==> config.mk <==
export PLATFORM = sky130hd
export DESIGN_NAME = adc_sample_averager
export DESIGN_NICKNAME = d
export VERILOG_FILES = /design/src/rtl/adc_sample_averager.sv
export SDC_FILE = /design/constraint.sdc
export NUM_CORES = 1
export LEC_CHECK = 0
export BUFFER_PORTS_ARGS = -buffer_cell sky130_fd_sc_hd__buf_2
export CAP_MARGIN = 20
export CORE_MARGIN = 2
export CORE_UTILIZATION = 30
export DETAILED_ROUTE_END_ITERATION = 8
export RECOVER_POWER = 50
export SLEW_MARGIN = 20
export SYNTH_ARGS = -nofsm -noshare
export SYNTH_HDL_FRONTEND = slang
export SYNTH_SLANG_ARGS = --single-unit
==> constraint.sdc <==
create_clock -name i_clk -period 4.6 [get_ports i_clk]
set_input_delay 0.69 -clock i_clk [delete_from_list [all_inputs] [get_ports i_clk]]
set_output_delay 0.69 -clock i_clk [all_outputs]
set_load 0.1 [all_outputs]
==> src/rtl/adc_sample_averager.sv <==
// -----------------------------------------------------------------------------
// adc_sample_averager
//
// Purpose:
//   Issues periodic start pulses to a 16-bit SPI ADC master and captures each
//   word when the master's chip select deasserts. It averages 2**AVG_LOG2
//   consecutive samples and sends the result out on a valid/ready stream.
//   A transfer that never completes is aborted by a timeout. Samples or
//   averages lost to back-pressure or late transfers are flagged.
//
// Optional feature:
//   ADC_AVG_MINMAX_EN : when defined, adds o_avg_min / o_avg_max. These hold
//                       the smallest and largest sample of the window and are
//                       updated together with o_avg_data.
//
// Ports:
//   i_clk          system clock
//   i_rst          asynchronous reset, active-high
//   i_enable       1 = sampling runs; 0 = finish the current transfer, then idle
//   o_spi_start    one-cycle start pulse to the SPI master
//   i_spi_cs_n     SPI master chip select; a 0->1 edge marks completion
//   i_spi_data     SPI master parallel data, valid in the cycle cs_n rises
//   o_avg_data     averaged sample (unsigned, truncated)
//   o_avg_valid    o_avg_data valid; held until accepted
//   i_avg_ready    downstream accept
//   o_err_timeout  sticky: a transfer timed out
//   o_err_overrun  sticky: an average was overwritten or a trigger was missed
//   i_err_clr      synchronous clear of both sticky flags (a same-cycle set wins)
//   o_avg_min      window minimum   (ADC_AVG_MINMAX_EN only)
//   o_avg_max      window maximum   (ADC_AVG_MINMAX_EN only)
//   o_dbg_state    current FSM state (0 IDLE, 1 START, 2 WAIT, 3 ACCUM)
//
// Output stream handshake:
//   A word transfers on every clock edge where o_avg_valid & i_avg_ready are
//   both 1. Once o_avg_valid is raised, it and o_avg_data stay stable until
//   that transfer happens. The one exception is a new average that completes
//   before the transfer: it replaces the data and sets o_err_overrun. After a
//   transfer, o_avg_valid drops in the next cycle. If a new average loads in
//   the same cycle as the transfer, o_avg_valid stays 1 with the new data and
//   no error is flagged.
// -----------------------------------------------------------------------------
module adc_sample_averager #(
  parameter int SAMPLE_DIV  = 5000,
  parameter int AVG_LOG2    = 3,
  parameter int TIMEOUT_CYC = 64
) (
  input  logic        i_clk,
  input  logic        i_rst,
  input  logic        i_enable,
  output logic        o_spi_start,
  input  logic        i_spi_cs_n,
  input  logic [15:0] i_spi_data,
  output logic [15:0] o_avg_data,
  output logic        o_avg_valid,
  input  logic        i_avg_ready,
  output logic        o_err_timeout,
  output logic        o_err_overrun,
  input  logic        i_err_clr,
`ifdef ADC_AVG_MINMAX_EN
  output logic [15:0] o_avg_min,
  output logic [15:0] o_avg_max,
`endif
  output logic [1:0]  o_dbg_state
);

  localparam int TICK_W = $clog2(SAMPLE_DIV);
  localparam int TO_W   = $clog2(TIMEOUT_CYC + 1);
  localparam int ACC_W  = 16 + AVG_LOG2;
  localparam int CNT_W  = (AVG_LOG2 > 0) ? AVG_LOG2 : 1;

  localparam logic [TICK_W-1:0] TICK_LAST = TICK_W'(SAMPLE_DIV - 1);
  localparam logic [TO_W-1:0]   TO_LAST   = TO_W'(TIMEOUT_CYC - 1);
  localparam logic [CNT_W-1:0]  CNT_LAST  = CNT_W'((1 << AVG_LOG2) - 1);

  typedef enum logic [1:0] {
    S_IDLE  = 2'd0,
    S_START = 2'd1,
    S_WAIT  = 2'd2,
    S_ACCUM = 2'd3
  } state_t;

  state_t              r_state;
  logic [TICK_W-1:0]   r_tick_cnt;
  logic [TO_W-1:0]     r_to_cnt;
  logic [ACC_W-1:0]    r_acc;
  logic [CNT_W-1:0]    r_cnt;
  logic [15:0]         r_sample;
  logic                r_cs_n_q;

  logic                w_tick;
  logic                w_cs_rise;
  logic                w_win_done;
  logic                w_load;
  logic                w_to_set;
  logic                w_ovr_set;
  logic [ACC_W-1:0]    w_acc_total;
  logic [ACC_W-1:0]    w_avg_shift;

  assign o_dbg_state = r_state;

  assign w_tick      = i_enable && (r_tick_cnt == TICK_LAST);
  assign w_cs_rise   = !r_cs_n_q && i_spi_cs_n;
  assign w_win_done  = (r_cnt == CNT_LAST);
  assign w_load      = (r_state == S_ACCUM) && w_win_done;
  // The accumulator is 16+AVG_LOG2 bits wide, so it cannot overflow.
  assign w_acc_total = r_acc + ACC_W'(r_sample);
  assign w_avg_shift = w_acc_total >> AVG_LOG2;

  // Completion in the last allowed cycle wins over the timeout.
  assign w_to_set  = (r_state == S_WAIT) && !w_cs_rise && (r_to_cnt == TO_LAST);
  // A trigger arriving while busy is dropped, not queued.
  assign w_ovr_set = (w_tick && (r_state != S_IDLE)) ||
                     (w_load && o_avg_valid && !i_avg_ready);

  // Free-running sample trigger; held at 0 while sampling is disabled.
  always_ff @(posedge i_clk or posedge i_rst) begin
    if (i_rst) begin
      r_tick_cnt <= '0;
    end else if (!i_enable || (r_tick_cnt == TICK_LAST)) begin
      r_tick_cnt <= '0;
    end else begin
      r_tick_cnt <= r_tick_cnt + 1'b1;
    end
  end

  always_ff @(posedge i_clk or posedge i_rst) begin
    if (i_rst) begin
      r_cs_n_q <= 1'b1;
    end else begin
      r_cs_n_q <= i_spi_cs_n;
    end
  end

  always_ff @(posedge i_clk or posedge i_rst) begin
    if (i_rst) begin
      r_state       <= S_IDLE;
      o_spi_start   <= 1'b0;
      r_to_cnt      <= '0;
      r_acc         <= '0;
      r_cnt         <= '0;
      r_sample      <= '0;
      o_avg_data    <= '0;
      o_avg_valid   <= 1'b0;
      o_err_timeout <= 1'b0;
      o_err_overrun <= 1'b0;
    end else begin
      o_spi_start <= 1'b0;
      case (r_state)
        S_IDLE: begin
          if (w_tick) begin
            r_state     <= S_START;
            o_spi_start <= 1'b1;
          end
        end
        S_START: begin
          // The start cycle counts as the first elapsed cycle. The abort edge
          // is therefore the TIMEOUT_CYC-th edge after the pulse, and the
          // error becomes visible exactly TIMEOUT_CYC cycles after it.
          r_to_cnt <= TO_W'(1);
          r_state  <= S_WAIT;
        end
        S_WAIT: begin
          if (w_cs_rise) begin
            r_sample <= i_spi_data;
            r_state  <= S_ACCUM;
          end else if (w_to_set) begin
            r_acc   <= '0;
            r_cnt   <= '0;
            r_state <= S_IDLE;
          end else begin
            r_to_cnt <= r_to_cnt + 1'b1;
          end
        end
        S_ACCUM: begin
          if (w_win_done) begin
            r_acc <= '0;
            r_cnt <= '0;
          end else begin
            r_acc <= w_acc_total;
            r_cnt <= r_cnt + 1'b1;
          end
          r_state <= S_IDLE;
        end
        default: r_state <= S_IDLE;
      endcase

      if (w_load) begin
        o_avg_data  <= w_avg_shift[15:0];
        o_avg_valid <= 1'b1;
      end else if (o_avg_valid && i_avg_ready) begin
        o_avg_valid <= 1'b0;
      end

      o_err_timeout <= (o_err_timeout && !i_err_clr) || w_to_set;
      o_err_overrun <= (o_err_overrun && !i_err_clr) || w_ovr_set;
    end
  end

`ifdef ADC_AVG_MINMAX_EN
  logic [15:0] r_min_run;
  logic [15:0] r_max_run;
  logic [15:0] w_min_next;
  logic [15:0] w_max_next;

  // The first sample of a window (count 0) restarts the running extremes.
  assign w_min_next = ((r_cnt == '0) || (r_sample < r_min_run)) ? r_sample : r_min_run;
  assign w_max_next = ((r_cnt == '0) || (r_sample > r_max_run)) ? r_sample : r_max_run;

  always_ff @(posedge i_clk or posedge i_rst) begin
    if (i_rst) begin
      r_min_run <= '0;
      r_max_run <= '0;
      o_avg_min <= '0;
      o_avg_max <= '0;
    end else if (r_state == S_ACCUM) begin
      r_min_run <= w_min_next;
      r_max_run <= w_max_next;
      if (w_win_done) begin
        o_avg_min <= w_min_next;
        o_avg_max <= w_max_next;
      end
    end
  end
`endif

endmodule

==> key figures <==
Yosys
  – Post-Syn Instances: 386
  – Post-synth top flop: dfrtp_1
  – Synth top area cells: dfrtp_1 (49%), ha_1 (6.2%), mux2_2 (5.3%)
  – Synth top area share: 0.494
  – Flops & latches, synth: 81
  – Syn_area_per_cell: 10.5 um^2
  – Area of the mapped netlist: 4060 um^2
  – Yosys Warn Count: 0
  – Number of synthesized flops with an enable pin: 0
  – Seq/Total Area, Yosys: 0.500
  – Synthesized net count: 429
  – Commonest cells post-synth: dfrtp_1 (80), nand2_1 (46), nor2_1 (27), o21ai_0 (25), ha_1 (20)
  – Most frequent cell after synthesis: dfrtp_1
  – Yosys top cell by area: dfrtp_1
  – Post-synth ARST share: 1.00
  – Synth cell types: 47

STA
  – RSZ-0062 raised after global routing: false
  – Max-slew violation total from the final report: 52
  – PnR worst setup slack: 2.10 ns
  – Minimum clock period: 2.50 ns
  – Clock skew: 0.00833 ns
  – Max-slew headroom: -0.481
  – Final Cycle Share: 0.543
  – Actual slew at the worst max-slew pin: 2.21 ns
  – Final setup vio count: 0
  – Setup TNS: 0 ns
  – F_max: 401 MHz
  – Final hold violation count: 0

Finish
  – Ratio of cells with drive above 1 in the final layout: 0.188
  – Layout Nets: 474
  – # fillers: 1,318
  – Synth-to-Final Area Change: 17.6%
  – Ant. Diodes: 0

Floorplanning
  – Die area: 14,500 um^2
  – DIE HEIGHT: 120 um
  – Initial core utilization: 0.306
  – Core area: 13,200 um^2
  – Row count: 42
  – Die width: 120 um
  – Io pins: 44

Clock network
  – Clk sinks: 81
  – Total CTS buffers: 9
  – Setup Fix Bufs, Post-CTS: 0
  – CTS Hold Buffers Added: 0
  – Clock Pin Slew Worst Setup and Hold Paths: 0.06 ns
  – Clk_lat worst skew: 0.35 ns
  – Root Buffer: clkbuf_16
  – Clk buf depth: 2
  – # resized after CTS: 0
  – H-Tree Depth: 3
  – CTS tree: built

Status
  – Outcome: finished with violations
  – Failing checks: max-capacitance violations, max-slew violations

Place
  – IO buf count: 43
  – Detailed placement HPWL: 6000 um
  – Pre-CTS WS: 2.12 ns
  – Routability cong.: 0.888

Worst setup path
  – Buffers and inverters on the worst path: 0
  – Crit path max fanout: 7
  – Top cell by count, worst path: nand3_1
  – Worst path cell trace: ha_1, fa_1, a21o_1, a221oi_2, o21ai_1, nand3_1, mux2i_1, nand3_1
  – Delay-heaviest family, CP: compound AO/OA/AOI/OAI gates
  – CP max-delay cell: fa_1
  – WP data arrival: 2.72 ns
  – Required time worst endpoint: 4.83 ns
  – Worst setup path category: register to register
  – Critical path capture point type: register
  – CP peak stage delay: 0.41 ns
  – Startpoint type of the worst setup path: register

Global route
  – First-pass GRT wire length: 14,100 um
  – Antenna violations before repair: 0
  – Largest net degree at the start of global routing: 52
  – Vias in the first global route: 2,932
  – Total track usage: 0.126
  – Grt ovf: 0

Detailed routing
  – DRT Pass-1 Iters: 4
  – DRC errors left: 0
  – Via-to-Cell Ratio: 4.83
  – Post-DRT Antenna Nets: 0
  – DRT iter0 DRCs: 122
  – WL/cell: 13.7 um
  – Routed wire length: 8410 um
  – Via count: 2,958

Power
  – Leak pwr: 2.31 nW
  – VDD IR max: 0.290 mV
  – Power per cell area: 755 nW/um^2

Flow run
  – Max_cap viols: 1

Min path
  – Class of the worst hold path: input port to register
[layout by cell type, fill, tap and decap left out, drive strengths merged, types with 3 or more instances in the layout]
cell / synthesis / layout
a221o: 3 / 3
a21o: 13 / 13
inv: 11 / 10
and3: 10 / 10
nand2: 46 / 46
nor3: 5 / 5
ha: 20 / 20
a31oi: 5 / 5
clkbuf: 11 / 15
o21ai: 29 / 29
mux2: 19 / 19
nand2b: 5 / 5
o211ai: 3 / 3
nor2: 27 / 27
a22o: 8 / 8
dfrtp: 80 / 80
nor2b: 4 / 4
nand3: 12 / 12
xor2: 18 / 18
a41oi: 3 / 3
buf: 1 / 44
a21oi: 13 / 13
xnor2: 12 / 12
[cell type report]
cell class	count	area, um^2	area share
sequential	81	2030	0.425
multi-input combinational	282	1940	0.407
clock buffer	13	240	0.0504
timing repair buffer	46	233	0.0488
tap	176	220	0.0462
clock inverter	3	65.1	0.0136
inverter	11	42.5	0.00892
[per-layer routing]
metal,global-route usage,part of all wire,up-vias
li1,-,-,1468
met5,0,0,-
met1,0.162,0.48,1431
met2,0.193,0.45,45
met3,0.0462,0.048,14
met4,0.0501,0.019,0
[worst register-to-register path, cell delays in order, from the launching register on]
cell      delay (ns)
dfrtp_1         0.38
ha_1            0.24
fa_1            0.41
a21o_1          0.20
a221oi_2        0.35
o21ai_1         0.19
nand3_1         0.30
mux2i_1         0.24
nand3_1         0.08
[worst paths after layout]
path                          startpoint              to  slack [ns]  cells past startpoint
setup reg to reg                r_acc[0]  o_avg_data[15]        2.10                      8
min in group asynchronous          i_rst     r_sample[2]        0.93                      2
hold reg to reg            r_tick_cnt[0]   r_tick_cnt[0]        0.46                      1
hold / removal                i_spi_cs_n        r_cs_n_q        0.44                      1
max in group asynchronous          i_rst        r_cs_n_q        2.42                      3
setup / recovery                r_acc[0]  o_avg_data[15]        2.10                      8
[sequential cells by signal (all words and copies together) (netlist names)]
register       count
r_acc             19
o_avg_data        16
r_sample          16
r_tick_cnt        13
r_to_cnt           7
r_cnt              3
o_dbg_state        2
o_avg_valid        1
o_err_overrun      1
o_err_timeout      1
o_spi_start        1
r_cs_n_q           1
[cell families (layout without fill, tap and decap cells)]
| kind of cell | count (synthesis) | count (layout) | share of synthesized area |
|---|---|---|---|
| adders and majority gates | 21 | 21 | 0.0666 |
| xor gates and xnor gates | 30 | 30 | 0.0648 |
| buffers and inverters | 23 | 73 | 0.0216 |
| and+or+nand+nor | 120 | 120 | 0.138 |
| DFF | 81 | 81 | 0.500 |
| muxes | 20 | 20 | 0.0552 |
| AOI/OAI and AO/OA | 91 | 91 | 0.154 |
[power by group]
group          internal [W]  switching (W)  leakage (nW)  total, W
logic              0.000650        0.00109          1.12   0.00174
registers          0.000942       0.000166          1.05   0.00111
clock network      0.000475       0.000275         0.148  0.000750
total               0.00207        0.00153          2.31   0.00360
[per-stage QoR]
stage,instances,area [um^2],utilization,hold WS [ns],total power [W]
finish,612,4770,0.360,0.440,0.00360
global route,612,4770,0.360,0.431,0.00389
CTS,612,4770,0.361,0.440,0.00364
detailed placement,596,4470,0.337,0.458,0.00287
global placement,596,4470,0.337,0.448,0.00283
floorplan,386,4060,-,0.433,0.00250
No activity file was read; power rests on OpenSTA's default activity.
